--- src/rtl/sc_ifetch.sv ---
// sc_ifetch: instruction-fetch / PC-update stage of the single-cycle CPU.
// Fetches from a variable-latency instruction memory (req/ack), then holds the
// instruction for one EXEC window that a downstream stall can stretch.
// Optional build macro: IFETCH_TIMEOUT_EN adds a bounded FETCH wait that
// raises fetch_err and halts if memory never acks.
module sc_ifetch #(
    parameter logic [31:0] RESET_PC       = 32'h0000_0000,
    parameter int          TIMEOUT_CYCLES = 255
) (
    input  logic        clock,
    input  logic        resetn,
    input  logic [1:0]  pcsource,
    input  logic [31:0] bpc,
    input  logic [31:0] da,
    input  logic [31:0] jpc,
    input  logic        stall,
    output logic        imem_req,
    output logic [31:0] imem_addr,
    input  logic        imem_ack,
    input  logic [31:0] imem_rdata,
    output logic [31:0] pc,
    output logic [31:0] pc4,
    output logic [31:0] inst,
    output logic        inst_valid,
    output logic        fetch_err
);

    typedef enum logic [1:0] {S_IDLE, S_FETCH, S_EXEC, S_HALT} state_t;

    state_t      state_q, state_d;
    logic [31:0] next_pc;
    logic        misalign;
    logic        to_hit;

    // Elaboration-time sanity on the configuration.
    if (RESET_PC[1:0] != 2'b00) begin : g_bad_reset_pc
        $error("sc_ifetch: RESET_PC must be word-aligned");
    end
    if (TIMEOUT_CYCLES < 1) begin : g_bad_timeout
        $error("sc_ifetch: TIMEOUT_CYCLES must be at least 1");
    end

    assign imem_addr = pc;
    assign pc4       = pc + 32'd4;

    // Next-PC select; only the value present at the EXEC exit edge matters.
    always_comb begin
        next_pc = pc4;
        case (pcsource)
            2'd0: next_pc = pc4;
            2'd1: next_pc = bpc;
            2'd2: next_pc = da;
            2'd3: next_pc = jpc;
            default: next_pc = pc4;
        endcase
    end

    assign misalign = (next_pc[1:0] != 2'b00);

`ifdef IFETCH_TIMEOUT_EN
    localparam int CW = ($clog2(TIMEOUT_CYCLES + 1) > 8) ? $clog2(TIMEOUT_CYCLES + 1) : 8;
    logic [CW-1:0] to_cnt_q;

    // Counts FETCH cycles without ack; outside FETCH it sits at zero so every
    // fetch starts from a cleared count.
    always_ff @(posedge clock or negedge resetn) begin
        if (!resetn)                to_cnt_q <= '0;
        else if (state_q == S_FETCH) to_cnt_q <= to_cnt_q + 1'b1;
        else                        to_cnt_q <= '0;
    end

    // Limit is hit in the FETCH cycle that would make the count reach
    // TIMEOUT_CYCLES; a same-cycle ack takes priority over the error.
    assign to_hit = (state_q == S_FETCH) && !imem_ack &&
                    ((32'(to_cnt_q) + 32'd1) == 32'(TIMEOUT_CYCLES));
`else
    assign to_hit = 1'b0;
`endif

    // State register.
    always_ff @(posedge clock or negedge resetn) begin
        if (!resetn) state_q <= S_IDLE;
        else         state_q <= state_d;
    end

    // Next-state and handshake outputs; req and inst_valid are mutually exclusive.
    always_comb begin
        state_d    = state_q;
        imem_req   = 1'b0;
        inst_valid = 1'b0;
        case (state_q)
            S_IDLE:  state_d = S_FETCH;
            S_FETCH: begin
                imem_req = 1'b1;
                if (imem_ack)    state_d = S_EXEC;
                else if (to_hit) state_d = S_HALT;
            end
            S_EXEC: begin
                inst_valid = 1'b1;
                if (!stall) state_d = misalign ? S_HALT : S_FETCH;
            end
            S_HALT:  state_d = S_HALT;
            default: state_d = S_IDLE;
        endcase
    end

    // PC, instruction latch and sticky error; all frozen once halted.
    always_ff @(posedge clock or negedge resetn) begin
        if (!resetn) begin
            pc        <= RESET_PC;
            inst      <= 32'h0;
            fetch_err <= 1'b0;
        end else begin
            case (state_q)
                S_FETCH: begin
                    if (imem_ack)    inst      <= imem_rdata;
                    else if (to_hit) fetch_err <= 1'b1;
                end
                S_EXEC: begin
                    if (!stall) begin
                        if (misalign) fetch_err <= 1'b1;
                        else          pc        <= next_pc;
                    end
                end
                default: ;
            endcase
        end
    end

endmodule
--- config.mk ---
export PLATFORM = sky130hd
export DESIGN_NAME = sc_ifetch
export DESIGN_NICKNAME = d
export VERILOG_FILES = /design/src/rtl/sc_ifetch.sv
export SDC_FILE = /design/constraint.sdc
export NUM_CORES = 1
export LEC_CHECK = 0
export ABC_CLOCK_PERIOD_IN_PS = 2020
export CORE_AREA = 5 5 100 102
export CTS_CLUSTER_DIAMETER = 30
export DETAILED_ROUTE_END_ITERATION = 10
export DIE_AREA = 0 0 105 107
export DONT_BUFFER_PORTS = 1
export GPL_ROUTABILITY_DRIVEN = 0
export PLACE_DENSITY_LB_ADDON = 0.05
export SETUP_SLACK_MARGIN = 0.05
export SKIP_LAST_GASP = 1
export SYNTH_ARGS = -nofsm -noshare
export SYNTH_HDL_FRONTEND = slang
export SYNTH_SLANG_ARGS = --single-unit
--- constraint.sdc ---
create_clock -name clock -period 2.02 [get_ports clock]
set_input_delay 0.202 -clock clock [delete_from_list [all_inputs] [get_ports clock]]
set_output_delay 0.202 -clock clock [all_outputs]
set_load 0.02 [all_outputs]
==> run_results.csv <==
group,metric,value,unit
critical_path,critPathSlowestCell,"or4_4",
synthesis,syn_area_per_cell,10.1,um^2
global_route,grtUsageTotal,0.255,
sta,slew_headroom,0.491,
route,routed_wl,14.9,mm
clock_tree,cts_buffer_depth,2,
power_and_ir_drop,vdd_drop_max,0.691,mV
route,drc,0,
final_layout,fin_nets,682,
global_route,grt_pass1_wl,22.9,mm
power_and_ir_drop,netSwitchingFraction,0.423,
final_layout,fin_cells,663,
clock_tree,root_buffer,"clkbuf_8",
synthesis,synth_area,4470,um^2
sta,max_freq,444,MHz
route,routed_via_density,5.95,
power_and_ir_drop,power_frac_clock,0.201,
clock_tree,cts_tree,"built",
power_and_ir_drop,power.internal,3.30,mW
clock_tree,htree_num_levels,3,
critical_path,endpoint_kind,"output pin",
placement,dp_cells,572,
power_and_ir_drop,seqPwrFrac,0.406,
die,dieWidth,105,um
sta,slew_viol_final,0,
outcome,violations,"setup timing",
critical_path,startpoint_type,"register",
critical_path,cp_max_fo,3,
critical_path,worst_path_largest_cell_delay,600,ps
die,top_level_ports,265,
die,die-area,11200,um^2
synthesis,yosysWarnings,0,
synthesis,synth_top_area_frac,0.375,
route,ant_nets,0,
outcome,outcome,"complete, but fails checks",
critical_path,crit_type,"reg2out",
sta,tightest_slew,761,ps
route,dr_total_vias,3948,
critical_path,worstPathArrival,2050,ps
die,start_util,0.496,
global_route,grt_max_degree,68,
synthesis,yosysUniqueCellTypes,61,
route,avgRoutedWirePerCell,22.5,um
global_route,overflow,0,
synthesis,ys_seq_area_frac,0.375,
placement,hpwl,10.3,mm
die,row_count,35,
power_and_ir_drop,power.net_switching,2.42,mW
synthesis,synth.area.top_cells,"dfrtp_1, mux2_2, buf_4, mux4_2, a21oi_1",
route,drt_iter0_drc,256,
final_layout,syn_to_final_growth,40.5,%
final_layout,fillCellCount,625,
synthesis,synth_top_cell_by_area,"dfrtp_1",
placement,port_buffers,0,
sta,hold_viol,0,
final_layout,num_antenna_cells,0,
clock_tree,cts_sinks,67,
final_layout,final_util,0.696,
power_and_ir_drop,powerDensity,910,nW/um^2
sta,setup_viol,19,
clock_tree,numCtsBuffers,9,
run,maxCapViolCount,0,
route,drt-pass1-iter-count,4,
synthesis,netlist_instances,444,
sta,rsz0062_at_grt,"yes",
sta,finalClockSkew,9.01,ps
synthesis,ys.flop_type,"dfrtp_1",
synthesis,synth_fp_nets,579,
die,die_h,107,um
clock_tree,clkSlewWorstSetupHoldPaths,70,ps
power_and_ir_drop,p_leak,2.84,nW
critical_path,worst_ep_required_time,1820,ps
global_route,grt_pass1_vias,4080,
synthesis,synthArstFlopShare,1.00,
die,core,9020,um^2
synthesis,synth_edf_count,0,
sta,setup_ws,-231,ps
critical_path,worstPathCellList,"nand4_4 -> or4_4 -> nor3_4 -> xor2_2 -> buf_6",
synthesis,ys_seq_elements,67,
sta,min_period,2250,ps
final_layout,drive_above_1_share,0.467,
clock_tree,clock_latency,350,ps
sta,timing.final.crit_share,1.11,
power_and_ir_drop,pwr-share-comb,0.393,
global_route,antenna_found_initial,0,
hold_path,worst_hold_path_type,"in2reg",
cell type report:
class | count | area, um^2 | share of cell area
clock buffer | 10 | 138 | 0.0219
tap | 111 | 139 | 0.0221
inverter | 6 | 22.5 | 0.00358
timing repair buffer | 153 | 1410 | 0.224
clock inverter | 6 | 65.1 | 0.0104
multi-input combinational | 310 | 2820 | 0.448
sequential | 67 | 1690 | 0.269
placed cells by master, fill, tap and decap left out, types with 7 or more instances in the layout:
| master | netlist | final |
|---|---|---|
| buf_12 | 0 | 7 |
| o22a_1 | 8 | 8 |
| mux2_2 | 42 | 42 |
| buf_4 | 34 | 93 |
| a22o_1 | 7 | 7 |
| nor2_1 | 21 | 16 |
| mux2i_1 | 13 | 13 |
| mux4_2 | 7 | 7 |
| xor2_1 | 13 | 7 |
| xnor2_2 | 0 | 9 |
| buf_6 | 0 | 19 |
| clkbuf_8 | 0 | 10 |
| nand2_1 | 31 | 28 |
| a21oi_1 | 29 | 28 |
| dfrtp_1 | 67 | 54 |
| dlygate4sd3_1 | 0 | 33 |
| nand3_4 | 0 | 9 |
| dfrtp_2 | 0 | 13 |
| o21ai_0 | 21 | 19 |
per-layer routing:
metal	GRT usage	part of all wire	up-vias
met4	0.0776	0.014	0
met2	0.423	0.51	206
met1	0.307	0.37	1933
met3	0.0963	0.10	16
li1	-	-	1793
met5	0	0	-
sequential cells by signal (all words and copies together), names as in the netlist:
name       cells
fetch_err      1
imem_addr     32
inst          32
state_q        2
cell families (layout without fill, tap and decap cells):
| family | after synthesis | in the layout | synth area share |
|---|---|---|---|
| AND/OR/NAND/NOR | 115 | 115 | 0.151 |
| AO/OA/AOI/OAI | 104 | 104 | 0.158 |
| flip-flops | 67 | 67 | 0.375 |
| buffers and inverters | 67 | 175 | 0.0887 |
| multiplexers | 62 | 62 | 0.170 |
| XOR/XNOR | 28 | 28 | 0.0548 |
| adder cells (fa/ha/maj) | 1 | 1 | 0.00280 |
critical path: cells and delay by family, from the launching register on:
| family | cells | cell delay [ps] |
|---|---|---|
| DFF | 1 | 420 |
| xor gates and xnor gates | 1 | 180 |
| and+or+nand+nor | 3 | 960 |
| buffers and inverters | 1 | 140 |
Yosys cell counts, types with 4 or more instances:
cell / n
a21oi_1: 29
a22o_1: 7
a22oi_1: 4
a2bb2oi_1: 6
a31oi_1: 6
and2_1: 7
and3_1: 7
buf_2: 14
buf_4: 34
clkbuf_1: 11
dfrtp_1: 67
inv_1: 6
mux2_2: 42
mux2i_1: 13
mux4_2: 7
nand2_1: 31
nand3_1: 12
nand4_1: 6
nor2_1: 21
nor2b_1: 4
o21a_1: 4
o21ai_0: 21
o22a_1: 8
o2bb2ai_1: 5
xnor2_1: 15
xor2_1: 13
repair_timing:
item,CTS,global route
setup buffers,30,15
endpoints found under the setup margin,24,30
pin swaps,26,17
hold endpoints to repair,99,0
hold buffers,34,0
cloned,0,0
resized for setup,58,43
power by group through the flow:
stage | registers (mW) | clock network (mW) | logic (mW)
global route | 2.36 | 1.23 | 2.39
floorplan | 2.55 | 0 | 1.22
global placement | 2.32 | 0 | 1.88
finish | 2.32 | 1.15 | 2.25
CTS | 2.31 | 1.19 | 2.16
detailed placement | 2.32 | 0 | 1.90
through the flow:
step / instance area (um^2) / power, mW / setup TNS [ps] / hold WS (ps) / setup slack, ps
after CTS: 5980 / 5.66 / -2210 / 6.39 / -240
after detailed placement: 4930 / 4.23 / 0 / -89.7 / 43.0
final: 6280 / 5.71 / -2400 / 23.3 / -231
after global routing: 6280 / 5.99 / -4190 / 12.1 / -301
after floorplan: 4550 / 3.77 / -8.28 / -93.6 / -8.28
after global placement: 4930 / 4.20 / 0 / -89.8 / 80.7
final timing paths:
check / cells after the start / to / slack (ps) / start
max: 5 / pc4[27] / -230 / imem_addr[3]
min: 1 / inst[9] / 20 / imem_rdata[9]
max in group asynchronous: 2 / imem_addr[13] / 1300 / resetn
max reg2reg: 7 / imem_addr[27] / -80 / imem_addr[15]
min reg2reg: 2 / state_q[1] / 600 / state_q[1]
min in group asynchronous: 2 / imem_addr[7] / 400 / resetn
Note: power is estimated with default switching activity, not from simulation.
